`config.mk`:
```
export PLATFORM = sky130hd
export DESIGN_NAME = mac_send
export DESIGN_NICKNAME = d
export VERILOG_FILES = /design/src/rtl/mac_send.sv
export SDC_FILE = /design/constraint.sdc
export NUM_CORES = 1
export LEC_CHECK = 0
export ABC_AREA = 1
export ABC_CLOCK_PERIOD_IN_PS = 2410
export CAP_MARGIN = 20
export CORE_AREA = 2 2 174 176
export CTS_BUF_LIST = sky130_fd_sc_hd__clkbuf_16
export DETAILED_ROUTE_END_ITERATION = 10
export DIE_AREA = 0 0 176 178
export GPL_TIMING_DRIVEN = 1
export HOLD_SLACK_MARGIN = 0.15
export PLACE_DENSITY_LB_ADDON = 0.2
export SKIP_CTS_REPAIR_TIMING = 1
export SYNTH_ARGS = -nofsm -noshare
export SYNTH_HDL_FRONTEND = slang
export SYNTH_SLANG_ARGS = --single-unit
export TNS_END_PERCENT = 1
```
`constraint.sdc`:
```
create_clock -name clock -period 2.41 [get_ports clock]
set_clock_uncertainty 0.05 [all_clocks]
set_input_delay 0.723 -clock clock [delete_from_list [all_inputs] [get_ports clock]]
set_output_delay 0.723 -clock clock [all_outputs]
set_load 0.005 [all_outputs]
```
`src/rtl/mac_send.sv`:
```
// Ethernet MAC framer: preamble/SFD/MAC header, zero padding to 60 bytes,
// CRC-32 FCS and a 12-byte inter-frame gap on a byte-wide PHY interface.
//
// state | meaning
// IDLE  | waiting for a frame start; ready=1
// SHIFT | streaming header and payload through the 20-byte shift register
// PAD   | zero bytes until 60 post-SFD bytes have been sent
// FCS   | four bytes of inverted CRC, low byte first
// IFG   | tx_en low for 12 cycles
module mac_send (
  input  logic        clock,
  input  logic        reset,
  input  logic        data_valid,
  input  logic [7:0]  data_in,
  input  logic [47:0] local_mac,
  input  logic [47:0] destination_mac,
  output logic        ready,
  output logic        tx_en,
  output logic [7:0]  tx_data,
  output logic        overrun
);

  typedef enum logic [2:0] {IDLE, SHIFT, PAD, FCS, IFG} state_t;

  localparam logic [10:0] MIN_BODY = 11'd60;

  state_t       state, state_nxt;
  logic [159:0] sr, sr_nxt;
  logic [151:0] hdr_tail;
  logic [31:0]  crc, crc_nxt, crc_inv;
  logic [10:0]  byte_cnt, byte_cnt_nxt, byte_inc;
  logic [3:0]   pre_cnt, pre_cnt_nxt;
  logic [4:0]   purge_cnt, purge_cnt_nxt;
  logic [3:0]   gap_cnt, gap_cnt_nxt;
  logic         in_burst, in_burst_nxt;
  logic         ignore, ignore_nxt;
  logic         dv_q, dv_rise, take_byte;
  logic         tx_en_nxt, overrun_nxt;
  logic [7:0]   tx_data_nxt;

  function automatic logic [31:0] crc_byte(input logic [31:0] c, input logic [7:0] d);
    logic [31:0] r;
    r = c;
    for (int i = 0; i < 8; i++) begin
      if (r[0] ^ d[i]) r = (r >> 1) ^ 32'hEDB88320;
      else             r = r >> 1;
    end
    return r;
  endfunction

  // First preamble byte goes straight to tx_data on the start edge, so only
  // the remaining 19 header bytes are loaded ahead of the first payload byte.
  assign hdr_tail  = {48'h555555555555, 8'hD5, destination_mac, local_mac};
  assign ready     = (state == IDLE);
  assign dv_rise   = data_valid && !dv_q;
  assign take_byte = in_burst && data_valid;
  assign byte_inc  = (byte_cnt == 11'd2047) ? byte_cnt : byte_cnt + 11'd1;
  assign crc_inv   = ~crc;

  always_comb begin
    state_nxt     = state;
    sr_nxt        = sr;
    crc_nxt       = crc;
    byte_cnt_nxt  = byte_cnt;
    pre_cnt_nxt   = pre_cnt;
    purge_cnt_nxt = purge_cnt;
    gap_cnt_nxt   = gap_cnt;
    in_burst_nxt  = in_burst;
    tx_en_nxt     = 1'b0;
    tx_data_nxt   = 8'h00;
    overrun_nxt   = dv_rise && (state != IDLE);
    // A burst that began while busy stays ignored until data_valid drops.
    ignore_nxt    = data_valid && (ignore || overrun_nxt);

    case (state)
      IDLE: begin
        if (data_valid && !ignore) begin
          state_nxt     = SHIFT;
          tx_en_nxt     = 1'b1;
          tx_data_nxt   = 8'h55;
          sr_nxt        = {hdr_tail, data_in};
          crc_nxt       = 32'hFFFFFFFF;
          byte_cnt_nxt  = 11'd0;
          pre_cnt_nxt   = 4'd1;
          purge_cnt_nxt = 5'd20;
          in_burst_nxt  = 1'b1;
        end
      end
      SHIFT: begin
        tx_en_nxt   = 1'b1;
        tx_data_nxt = sr[159:152];
        if (pre_cnt == 4'd8) begin
          crc_nxt      = crc_byte(crc, sr[159:152]);
          byte_cnt_nxt = byte_inc;
        end else begin
          pre_cnt_nxt = pre_cnt + 4'd1;
        end
        if (take_byte) begin
          sr_nxt = {sr[151:0], data_in};
        end else begin
          sr_nxt        = {sr[151:0], 8'h00};
          in_burst_nxt  = 1'b0;
          purge_cnt_nxt = purge_cnt - 5'd1;
          if (purge_cnt == 5'd1) begin
            state_nxt   = (byte_inc < MIN_BODY) ? PAD : FCS;
            gap_cnt_nxt = 4'd0;
          end
        end
      end
      PAD: begin
        tx_en_nxt    = 1'b1;
        crc_nxt      = crc_byte(crc, 8'h00);
        byte_cnt_nxt = byte_inc;
        if (byte_inc == MIN_BODY) begin
          state_nxt   = FCS;
          gap_cnt_nxt = 4'd0;
        end
      end
      FCS: begin
        tx_en_nxt = 1'b1;
        case (gap_cnt[1:0])
          2'd0:    tx_data_nxt = crc_inv[7:0];
          2'd1:    tx_data_nxt = crc_inv[15:8];
          2'd2:    tx_data_nxt = crc_inv[23:16];
          default: tx_data_nxt = crc_inv[31:24];
        endcase
        gap_cnt_nxt = gap_cnt + 4'd1;
        if (gap_cnt == 4'd3) begin
          state_nxt   = IFG;
          gap_cnt_nxt = 4'd11;
        end
      end
      IFG: begin
        if (gap_cnt == 4'd0) state_nxt = IDLE;
        else                 gap_cnt_nxt = gap_cnt - 4'd1;
      end
      default: state_nxt = IDLE;
    endcase
  end

  always_ff @(posedge clock) begin
    if (!reset) begin
      state     <= IDLE;
      sr        <= '0;
      crc       <= 32'hFFFFFFFF;
      byte_cnt  <= 11'd0;
      pre_cnt   <= 4'd0;
      purge_cnt <= 5'd0;
      gap_cnt   <= 4'd0;
      in_burst  <= 1'b0;
      ignore    <= 1'b0;
      dv_q      <= 1'b0;
      tx_en     <= 1'b0;
      tx_data   <= 8'h00;
      overrun   <= 1'b0;
    end else begin
      state     <= state_nxt;
      sr        <= sr_nxt;
      crc       <= crc_nxt;
      byte_cnt  <= byte_cnt_nxt;
      pre_cnt   <= pre_cnt_nxt;
      purge_cnt <= purge_cnt_nxt;
      gap_cnt   <= gap_cnt_nxt;
      in_burst  <= in_burst_nxt;
      ignore    <= ignore_nxt;
      dv_q      <= data_valid;
      tx_en     <= tx_en_nxt;
      tx_data   <= tx_data_nxt;
      overrun   <= overrun_nxt;
    end
  end

endmodule
```
## Yosys cells after proc, flatten, opt, wreduce, memory -nomap -nowiden

Index checks and enable logic that the tools add are counted.

- Word-level logic and storage cells: 160
- Latch bits: 0
- Memory bits (writable): 0
- Register bits after elaboration: 232
- Memories kept: 0
- Memory bits (read-only): 0
- Bits of input ports: 107
- Output and inout bits: 11

- Reductions and logical operators: 22
- Shift-type cells: 0
- Order comparisons: 1
- Bitwise gates (word level): 24
- Multiplexer cells: 75
- Multiply operators: 0
- Add/subtract/negate cells: 5
- Eq/ne operators: 20
- Divide/modulo/power cells: 0

Operators with widths:

| cell | number |
|---|---|
| 32-bit two-way mux | 39 |
| 160-bit case mux with 2 select lines | 1 |
| 13-bit NOT with 14-bit output | 15 |
| 160-bit two-way mux | 1 |
| 32-bit case mux with 3 select lines | 1 |
| 8-bit case mux with 3 select lines | 2 |
| 11-bit two-way mux | 3 |
| 11-bit case mux with 3 select lines | 1 |
| 32-bit NOT | 1 |
| 4-bit two-way mux | 7 |
| 3-bit two-way mux | 6 |
| 2-bit != test (second input constant) | 8 |
| 4-bit case mux with 4 select lines | 1 |
| 3-bit case mux with 5 select lines | 1 |
| 11-bit by 1-bit adder with 11-bit output (second input constant) | 1 |
| 11-bit == test (second input constant) | 1 |
| 11-bit by 6-bit == test with 1-bit output (second input constant) | 1 |
| 11-bit by 6-bit < comparator with 1-bit output (second input constant) | 1 |
| 5-bit two-way mux | 2 |
| 5-bit case mux with 2 select lines | 1 |
| 3-bit AND reduction | 3 |
| 4-bit by 1-bit adder with 4-bit output (second input constant) | 2 |
| 8-bit two-way mux | 1 |
| 4-bit case mux with 2 select lines | 1 |
| other kinds (28) | 46 |

## Logic depth before layout (Yosys ltp)

Gate-level depths: netlist of run 1.

- Depth after elaboration: 32
- Depth in mapped cells: 14
- Mapped depth without buffers: 14

## Worst setup path after synthesis of run 1

Ideal clock, no wire load.

- Kind: input to register
- Start point: input port data_valid
- End point: register sr[40]
- Stages: 9
- Buffers on the path: 2
- Data required time: 2.242 ns
- Path slack: 0.438 ns
- Arrival: 1.804 ns
- Cells stage by stage: inv_1 -> nor2_1 -> inv_1 -> nor2_2 -> inv_1 -> clkbuf_1 -> clkbuf_1 -> o221ai_1 -> nor2_1

- Cells in the longest elaborated chain, start to end: 3

Ends and longest elaborated chain:

| element | RTL line | RTL |
|---|---|---|
| start: declaration | 13 | `input logic data_valid,` |
| 1-bit logical AND | 77 | `if (data_valid && !ignore) begin` |
| 2-bit by 1-bit != test with 1-bit output (no line) | - |  |
| 2-bit AND reduction (no line) | - |  |
| end signal: assignment | 158 | `sr <= sr_nxt;` |
| end: declaration | 28 | `logic [159:0] sr, sr_nxt;` |

No other way between the ends.
A chain may end at the register's enable or synchronous reset.

## Final worst setup path of run 1

- Start point: register state[1]
- End point: register byte_cnt[4]

- Cells in the longest elaborated chain, start to end: 3

Ends and longest elaborated chain:

| element | RTL line | RTL |
|---|---|---|
| start: declaration | 27 | `state_t state, state_nxt;` |
| start signal: assignment | 157 | `state <= state_nxt;` |
| 3-bit by 1-bit == test with 1-bit output (tied with other cells) | 75 | `case (state)` |
| 2-bit != test (no line) (tied with other cells) | - |  |
| 3-bit AND reduction (no line) | - |  |
| end signal: assignment | 160 | `byte_cnt <= byte_cnt_nxt;` |
| end: declaration | 31 | `logic [10:0] byte_cnt, byte_cnt_nxt, byte_inc;` |

Parallel ways exist; a longest one is shown, timed or not.

==> results of run 1 <==
## routing by layer
| metal | global-route usage (%) | up-vias |
|---|---|---|
| met4 | 6.37 | 0 |
| met2 | 32.3 | 323 |
| met1 | 28.5 | 4968 |
| met5 | 0 | - |
| met3 | 3.67 | 70 |
| li1 | - | 5370 |
## tightest hold or removal path, cell delays in order, from the launching register on
cell     delay (ns)
dfxtp_1        0.31
inv_1          0.05
a21oi_1        0.05
## cell usage in the layout (no fill, tap or decap), types with 10 or more instances in the layout
cell	Yosys	layout
ha_1	10	10
inv_1	105	108
buf_4	4	50
o221ai_1	101	101
buf_12	0	13
a31oi_1	34	34
nand2_1	332	331
nor2_1	193	191
a21oi_1	120	120
o21ai_0	48	48
xnor2_1	40	40
dfxtp_1	232	229
xor2_1	60	60
or2_2	11	11
clkdlybuf4s50_1	0	115
clkbuf_16	0	28
nand3_1	60	60
## power groups by stage
| stage | logic [uW] | registers, uW | clock network [uW] |
|---|---|---|---|
| floorplan | 9310 | 5700 | 0 |
| global placement | 12400 | 6060 | 0 |
| detailed placement | 12600 | 6070 | 0 |
| CTS | 12700 | 6010 | 4500 |
| global route | 14200 | 6170 | 4670 |
| finish | 12700 | 6030 | 4410 |
## how the worst max path moves through the flow
stage / start / end / slack, ns / cells past startpoint
2_1_floorplan: data_valid / sr[40] / 0.44 / 9
3_3_place_gp: data_valid / purge_cnt[1] / -0.17 / 12
3_5_place_dp: data_valid / purge_cnt[3] / -0.20 / 11
4_1_cts: state[0] / ready / -0.19 / 5
5_1_grt: byte_cnt[0] / gap_cnt[2] / -0.01 / 15
6_report: state[1] / byte_cnt[4] / 0.08 / 10
## state kept, by name, summed over array words and instances, names as in the netlist
register / cells
byte_cnt: 11
crc: 32
dv_q: 1
gap_cnt: 4
ignore: 1
in_burst: 1
overrun: 1
pre_cnt: 4
purge_cnt: 5
sr: 160
state: 3
tx_data: 8
tx_en: 1
## per-stage QoR
| stage | setup slack (ns) | util, % | instances |
|---|---|---|---|
| after floorplan | 0.438 | - | 1536 |
| after global placement | -0.172 | 45.9 | 2008 |
| after detailed placement | -0.197 | 45.9 | 2008 |
| after CTS | -0.188 | 49.1 | 2057 |
| after global routing | -0.0101 | 49.2 | 2057 |
| final | 0.0820 | 49.2 | 2057 |
## cell type report
class                      instances  area (um2)
tap                              390         488
clock inverter                    21         258
multi-input combinational       1093        6140
fill                            2822       14900
timing repair buffer             179        1800
inverter                         114         430
clock buffer                      28         701
sequential                       232        4650
## kinds of logic (layout without fill, tap and decap cells)
family,after synthesis,count (layout)
fa+ha+maj,10,10
buf+inv,211,342
xor+xnor,115,115
compound gates,334,334
flops,232,232
simple gates,634,634
==> summary.md, run 1 <==
| Metric | Value |
|---|---|
| Distinct cells, synth | `47` |
| Adder-cell area share of the yosys netlist | `~1.1%` |
| CTS H-tree depth | `1` |
| Die Width | `around 180 um` |
| Drc violations | `0` |
| Hold Crit Class | `flop to flop` |
| Synth Instances | `approximately 1500` |
| Largest cells by area after synthesis | `dfxtp_1 (40%), nand2_1 (11%), o221ai_1 (7.6%)` |
| CP top delay family | `buffers and inverters` |
| CTS max path bufs | `3` |
| Initial drt markers | `900` |
| Synth Net Count | `1653` |
| Cell Chain, Critical Path | `inv_1, nand2_4, buf_4, nand2_2, inv_1, nor2_2, buf_12, buf_12, a22oi_1, nor2_1` |
| CP arrival | `2.69 ns` |
| Multiplexer share of the synthesized area | `0%` |
| Via density per instance | `~5.2` |
| R2R depth | `10` |
| Worst reg2reg path startpoint | `state[1]` |
| CTS tree | `yes` |
| Synth Cell Area | `~12000 um2` |
| Max Clk Rate | `between 400 and 500 MHz` |
| Die Area | `~31000 um2` |
| Tot Pwr | `approximately 23000 uW` |
| Slew HR | `32.5%` |
| Min-Delay Endpoint | `ignore` |
| Ys Warns | `0` |
| Period Utilization, post-route | `between 90 and 100%` |
| FP Rows | `between 60 and 70` |
| Top FF cell, synth | `dfxtp_1` |
| Global-route wire length before repair | `52.4 mm` |
| Post-synthesis compound-gate area fraction | `18.6%` |
| DR WL met2 | `14.6 mm` |
| Largest family of logic cells by synthesized area | `simple AND/OR/NAND/NOR gates` |
| Final Critical Period | `~2.3 ns` |
| Initial core utilization | `roughly two fifths` |
| Io pins | `between 100 and 150` |
| Worst Tran Pin Value | `roughly 1 ns` |
| Sink Count | `232` |
| Syn avg cell area | `around 7.6 um2` |
| Setup_tns | `0 ns` |
| Post-synth EDFFs | `0` |
| Max FO, Critical Path | `12` |
| R2R setup slack | `~0.082 ns` |
| Most common library cells after synthesis | `nand2_1 (332), dfxtp_1 (232), nor2_1 (193)` |
| Status | `complete, no violations` |
| Pin count of the biggest net entering global routing | `a little under 100` |
| DP HPWL | `around 22 mm` |
| Final GP Congestion | `0.907` |
| Switch Pwr | `slightly above 10000 uW` |
| Critical path buffers and inverters | `5` |
| CTS buffer count | `28` |
| Routed WL | `32.6 mm` |
| Synth Area in Simple Gates | `between 20 and 25%` |
| Critical Path RT | `2.77 ns` |
| Fin nets | `~1800` |
| Startpoint Class | `flop` |
| Ant diodes | `0` |
| Min-delay src | `ignore` |
| Unrepaired setup endpoints after global routing | `yes` |
| 1st-pass router iterations | `5` |
| Peak VDD IR | `roughly 0.00065 V` |
| PortBufs | `117` |
| Seq cells post-synth | `232` |
| Clock root cell | `clkbuf_16` |
| Pwr Density | `about 1600 nW/um2` |
| Critical setup path kind | `flop to flop` |
| Sequential share of power | `26.0%` |
| Vias in the first global route | `~10000` |
| CTS clk-pin slew, worst paths | `0.06 ns` |
| MaxCap Viol Count | `0` |
| Hold Path Depth | `2` |
| Core Area | `a little under 30000 um2` |
| Met1 WL | `about 15 mm` |
| Endpoints failing hold | `0` |
| Overall routing resource usage | `between 20% and 30%` |
| Post-synth top area share | `between 40% and 50%` |
| Initial antenna violation count | `0` |
| Met3 WL | `about 2.2 mm` |
| Post-route cell area | `14500 um2` |
| Area of placed instances | `roughly 13000 um2` |
| Most frequent cell after synthesis | `nand2_1` |
| Vias | `10731` |
| LEAKAGE | `0.00584 uW` |
| FF-to-FF End | `byte_cnt[4]` |
| Sequential area share after synthesis | `between 40% and 50%` |
| Sw Share | `between 40 and 50%` |
| Post-Synth XOR/XNOR Area | `10.5%` |
| Final Hold Slack | `roughly 0.41 ns` |
| Crit path max-delay cell type | `inv_1` |
| Synth async-reset ratio | `0%` |
| Worst-skew pair later-pin latency | `between 0.5 and 0.6 ns` |
| Part of the power in combinational logic | `a little under three fifths` |
| Clock network fraction of total power | `a little under a fifth` |
| # setup viols final | `0` |
| Routed Antenna Nets | `0` |
| Layout cells sized above 1 | `slightly below 10%` |
| Area Overhead vs Synth | `24.6%` |
| Slew Limit Fails | `0` |
| Routed wire per std cell | `roughly 16 um` |
| Aggregate global routing overflow | `0` |
| Int Power | `~13000 uW` |
| CP endpoint kind | `flop` |
| Max incr delay on CP | `between 0.4 and 0.5 ns` |
| Top Metal Used | `met4` |
| Die Y | `between 150 and 200 um` |
| Area leader, netlist | `dfxtp_1` |
Note: power is estimated with default switching activity, not from simulation.
==> run 2: changes to the inputs <==
--- a/config.mk
+++ b/config.mk
@@ -8,10 +8,10 @@
 export ABC_AREA = 1
 export ABC_CLOCK_PERIOD_IN_PS = 2410
 export CAP_MARGIN = 20
-export CORE_AREA = 2 2 174 176
+export CORE_AREA = 2 2 164 166
 export CTS_BUF_LIST = sky130_fd_sc_hd__clkbuf_16
 export DETAILED_ROUTE_END_ITERATION = 10
-export DIE_AREA = 0 0 176 178
+export DIE_AREA = 0 0 166 168
 export GPL_TIMING_DRIVEN = 1
 export HOLD_SLACK_MARGIN = 0.15
 export PLACE_DENSITY_LB_ADDON = 0.2
==> run 2 against run 1 <==
  * Global-route usage increased by 1.7 points
  * Worst setup slack improved by 0.13 ns
  * Non-clock buffer count grew 13
  * Register-to-register slack better by 0.14 ns
  * Final cell count decreased by 1.9%
  * Routed wire length decreased by 1.8%
  * Design area shrank 0.93%
  * Critical path depth shrank 9
  * Clock power shrank 12%
  * First-iteration DRC count fell by 6.8%
  * Sequential share of layout area is 0.29 points higher
  * Die area shrank 11%
  * Critical path type is now flop to primary output
==> summary.md, run 2 (synthesis gave the netlist of run 1 again) <==
| Metric | Value |
|---|---|
| Pwr Density | `about 1600 nW/um2` |
| Initial drt markers | `~840` |
| Post-route cell area | `roughly 14000 um2` |
| Hold Path Depth | `2` |
| Die Width | `166 um` |
| Endpoints failing hold | `0` |
| Clock root cell | `clkbuf_16` |
| Commonest cells after routing, fill and taps aside | `nand2_1 (331), dfxtp_1 (230), nor2_1 (190)` |
| CTS clk-pin slew, worst paths | `approximately 0.07 ns` |
| Max Clk Rate | `455 MHz` |
| Layout cells sized above 1 | `between 10% and 20%` |
| Cells after DPL | `between 1500 and 2000` |
| CP top delay family | `buffers and inverters` |
| Largest reg by FF count | `sr` |
| Period Utilization, post-route | `between 90% and 100%` |
| # setup viols final | `0` |
| Min-delay src | `ignore` |
| Peak VDD IR | `about 0.0015 V` |
| Max reg flops | `160` |
| CTS max path bufs | `3` |
| Utilization after layout | `54.4%` |
| Crit path max-delay cell type | `clkdlybuf4s50_1` |
| MaxCap Viol Count | `0` |
| PortBufs | `117` |
| Largest registers | `sr: 160 flops, crc: 32 flops, byte_cnt: 11 flops` |
| Status | `complete, no violations` |
| Slew HR | `a little under three fifths` |
| Critical Path RT | `1.64 ns` |
| Area Overhead vs Synth | `23.4%` |
| Final GP Congestion | `about 0.9` |
| Fin nets | `1775` |
| Drc violations | `0` |
| CP endpoint kind | `primary output` |
| Setup_tns | `0 ns` |
| R2R depth | `12` |
| Routed Antenna Nets | `0` |
| Vias in the first global route | `roughly 10000` |
| Startpoint Class | `flop` |
| Vias | `10775` |
| Sink Count | `about 230` |
| Final Critical Period | `~2.2 ns` |
| Routed wire per std cell | `about 16 um` |
| Fillers | `between 2000 and 2500` |
| Routed WL | `roughly 32 mm` |
| CTS tree | `yes` |
| 1st-pass router iterations | `5` |
| LEAKAGE | `just under 0.006 uW` |
| Unrepaired setup endpoints after global routing | `no` |
| CTS H-tree depth | `1` |
| Io pins | `118` |
| Critical setup path kind | `flop to primary output` |
| R2R setup slack | `around 0.22 ns` |
| CP arrival | `around 1.4 ns` |
| Initial antenna violation count | `0` |
| Final Worst Setup Slack | `0.210 ns` |
| Via density per instance | `~5.3` |
| Die Y | `168 um` |
| Area of placed instances | `around 13000 um2` |
| Critical path buffers and inverters | `1` |
| Hold Crit Class | `flop to flop` |
| FP Rows | `60` |
| Die Area | `roughly 28000 um2` |
| FF-to-FF End | `crc[20]` |
| Core Area | `roughly 26000 um2` |
| Worst reg2reg path startpoint | `crc[1]` |
| Slew Limit Fails | `0` |
| Ant diodes | `0` |
| Pin count of the biggest net entering global routing | `between 50 and 60` |
| Cell Count, Final, Fillers Out | `between 2000 and 2500` |
| Worst-skew pair later-pin latency | `0.54 ns` |
| Cell Chain, Critical Path | `clkdlybuf4s50_1` |
| Initial core utilization | `around 44%` |
| DP HPWL | `around 22 mm` |
| Setup WS pre-CTS | `-0.139 ns` |
| Max FO, Critical Path | `1` |
| Most common cell after layout, fill and taps aside | `nand2_1` |
| Global-route wire length before repair | `51.5 mm` |
| Max incr delay on CP | `0.51 ns` |
| Min-Delay Endpoint | `ignore` |
| Worst Tran Pin Value | `0.658 ns` |
| Aggregate global routing overflow | `0` |
| CTS buffer count | `25` |
| Overall routing resource usage | `22.2%` |
## run 2: power by group
group | switching, uW | total (uW) | internal (uW)
registers | 982 | 6050 | 5070
logic | 7650 | 12700 | 5010
clock network | 1650 | 3880 | 2230
## run 2: worst max-delay path by stage
stage / start / end / slack (ns) / cells after the start
2_1_floorplan: data_valid / sr[40] / 0.44 / 9
3_3_place_gp: data_valid / sr[103] / -0.14 / 10
3_5_place_dp: data_valid / sr[103] / -0.14 / 10
4_1_cts: state[0] / ready / -0.32 / 4
5_1_grt: byte_cnt[1] / gap_cnt[3] / 0.04 / 14
6_report: tx_en / tx_en / 0.21 / 1
## run 2: through the flow
step	power [uW]	hold WS, ns
floorplan	15000	0.377
global placement	18400	0.390
detailed placement	18600	0.398
CTS	22600	0.408
global route	24400	0.422
finish	22600	0.406
## run 2: final cells by class
| class | count | area [um2] | share of cell area, % |
|---|---|---|---|
| Timing Repair Buffer | 192 | 1850 | 12.9 |
| Tap cell | 341 | 427 | 2.98 |
| Multi-Input combinational cell | 1093 | 6150 | 42.9 |
| Clock buffer | 25 | 626 | 4.37 |
| Clock inverter | 20 | 198 | 1.38 |
| Sequential cell | 232 | 4650 | 32.4 |
| Inverter | 114 | 430 | 3.00 |
## run 2: worst register-to-register path, delay by kind of cell (launching register included)
| kind | cells | cell delay, ns |
|---|---|---|
| simple gates | 9 | 0.79 |
| buf+inv | 1 | 0.19 |
| flops | 1 | 0.47 |
| xor+xnor | 2 | 0.56 |
## run 2: per-layer routing
layer  up-vias  global-route usage [%]  share of wire (%)  wire length, um
li1       5388                       -                  -                -
met1      4967                    28.7                 43            13800
met5         -                       0                  0                0
met2       350                    36.1                 45            14500
met4         0                    7.98                3.3             1050
met3        70                    5.48                8.1             2600
==> run 3: changes to the inputs <==
--- a/config.mk
+++ b/config.mk
@@ -6,12 +6,11 @@
 export NUM_CORES = 1
 export LEC_CHECK = 0
 export ABC_AREA = 1
-export ABC_CLOCK_PERIOD_IN_PS = 2410
 export CAP_MARGIN = 20
-export CORE_AREA = 2 2 164 166
+export CORE_AREA = 2 2 146 148
 export CTS_BUF_LIST = sky130_fd_sc_hd__clkbuf_16
 export DETAILED_ROUTE_END_ITERATION = 10
-export DIE_AREA = 0 0 166 168
+export DIE_AREA = 0 0 148 150
 export GPL_TIMING_DRIVEN = 1
 export HOLD_SLACK_MARGIN = 0.15
 export PLACE_DENSITY_LB_ADDON = 0.2
==> constraint.sdc (replaced) <==
create_clock -name clock -period 2.3 [get_ports clock]
set_clock_uncertainty 0.05 [all_clocks]
set_input_delay 0.69 -clock clock [delete_from_list [all_inputs] [get_ports clock]]
set_output_delay 0.69 -clock clock [all_outputs]
set_load 0.005 [all_outputs]
==> run 3 against run 2 <==
  * Sequential share of layout area is 0.32 points higher
  * Final cell count decreased by 3.4%
  * Hold slack gained 0.0041 ns
  * Power is 2.9% higher
  * First-iteration DRC count increased by 0.83%
  * Die area down 20%
  * Sequential cell count unchanged
  * Utilization grew 14 points
  * Critical path type unchanged
  * Highest routed layer unchanged
==> summary.md, run 3 (synthesis gave the netlist of run 1 again) <==
| Metric | Value |
|---|---|
| Utilization after layout | `between 60% and 70%` |
| Final Worst Setup Slack | `between 0.1 and 0.15 ns` |
| Fin nets | `~1800` |
| DP HPWL | `~21 mm` |
| Worst Tran Pin Value | `roughly 0.73 ns` |
| Max incr delay on CP | `about 0.52 ns` |
| Final GP Congestion | `0.955` |
| Commonest cells after routing, fill and taps aside | `nand2_1 (330), dfxtp_1 (232), nor2_1 (190)` |
| Die Y | `150 um` |
| Initial core utilization | `between 50 and 60%` |
| Worst-skew pair later-pin latency | `0.53 ns` |
| Area of placed instances | `13400 um2` |
| Setup_tns | `0 ns` |
| Routed Antenna Nets | `0` |
| Cell Chain, Critical Path | `clkdlybuf4s50_1` |
| Post-route cell area | `roughly 14000 um2` |
| Via density per instance | `5.59` |
| Aggregate global routing overflow | `0` |
| 1st-pass router iterations | `5` |
| Slew HR | `between 50 and 60%` |
| Critical Path RT | `between 1.5 and 2 ns` |
| MaxCap Viol Count | `0` |
| Status | `complete, no violations` |
| Max FO, Critical Path | `1` |
| CP Depth | `1` |
| Period Utilization, post-route | `between 90% and 100%` |
| Core Area | `slightly above 20000 um2` |
| Slew Limit Fails | `0` |
| LEAKAGE | `0.00578 uW` |
| Critical setup path kind | `flop to primary output` |
| CTS H-tree depth | `1` |
| Vias | `roughly 11000` |
| Drc violations | `0` |
| Tot Pwr | `23300 uW` |
| Peak VDD IR | `0.000904 V` |
| Routed wire per std cell | `about 16 um` |
| CTS tree | `yes` |
| Most common cell after layout, fill and taps aside | `nand2_1` |
| R2R depth | `13` |
| Routed WL | `roughly 30 mm` |
| Critical path buffers and inverters | `1` |
| Startpoint Class | `flop` |
| Pin count of the biggest net entering global routing | `74` |
| Sink Count | `232` |
| PortBufs | `around 120` |
| Pwr Density | `~1600 nW/um2` |
| Setup WS pre-CTS | `-0.230 ns` |
| CTS max path bufs | `3` |
| Layout cells sized above 1 | `10.3%` |
| Max reg flops | `160` |
| Largest reg by FF count | `sr` |
| FP Rows | `53` |
| CP top delay family | `buffers and inverters` |
| Max Clk Rate | `460 MHz` |
| Clock root cell | `clkbuf_16` |
| Fillers | `1765` |
| Vias in the first global route | `between 10000 and 15000` |
| Overall routing resource usage | `between 20% and 30%` |
| Largest registers | `sr: 160 flops, crc: 32 flops, byte_cnt: 11 flops` |
| Initial antenna violation count | `0` |
| Hold Path Depth | `2` |
| Hold Crit Class | `flop to flop` |
| CP arrival | `~1.4 ns` |
| Area Overhead vs Synth | `22.2%` |
| Ant diodes | `0` |
| Die Area | `between 20000 and 25000 um2` |
| Unrepaired setup endpoints after global routing | `yes` |
| Die Width | `between 100 and 150 um` |
| Global-route wire length before repair | `~50 mm` |
| Initial drt markers | `846` |
| # setup viols final | `0` |
| CP endpoint kind | `primary output` |
| CTS clk-pin slew, worst paths | `0.07 ns` |
| Final Critical Period | `between 2 and 2.5 ns` |
| Crit path max-delay cell type | `clkdlybuf4s50_1` |
| Io pins | `118` |
| Endpoints failing hold | `0` |
| CTS buffer count | `25` |
run 3: cell types whose count changed in the layout (fill, tap and decap cells not counted), moves of 2 or more:
cell        delta
clkinvlp_4     -2
dfxtp_2        -2
bufinv_16      -3
inv_6          +2
dfxtp_1        +2
run 3: final cells by class:
class / count / area, um2 / area share, %
multi-input combinational: 1093 / 6180 / 43.6
sequential: 232 / 4640 / 32.8
timing repair buffer: 192 / 1860 / 13.1
clock buffer: 25 / 626 / 4.41
inverter: 114 / 430 / 3.04
tap: 275 / 344 / 2.43
clock inverter: 18 / 98.8 / 0.697
run 3: tightest hold or removal path, stage by stage (launching register included):
cell and delay, ns:
dfxtp_1 0.31, nand2_1 0.06, a21oi_1 0.05
run 3: path summary, 6_finish.rpt:
path              end  slack, ns        start
min reg2reg   sr[145]       0.41      sr[145]
min           sr[145]       0.41      sr[145]
max reg2reg  state[0]       0.13  byte_cnt[0]
max             tx_en       0.13        tx_en
run 3: metal layers:
metal	track usage [%]	up-vias	part of all wire, %
met5	0	-	0
met4	8.00	0	2.9
met3	5.76	82	7.5
met2	45.0	379	48
met1	35.5	5052	42
li1	-	5390	-
run 3: stage by stage:
step	hold slack, ns	std cells
2_1_floorplan	0.377	1536
3_3_place_gp	0.395	1906
3_5_place_dp	0.404	1906
4_1_cts	0.412	1949
5_1_grt	0.421	1949
6_report	0.410	1949
run 3: report_power, final:
group | internal [uW] | switching [uW]
Sequential | 5310 | 1040
Clock | 1980 | 1630
Combinational | 5310 | 7990
Total | 12600 | 10700
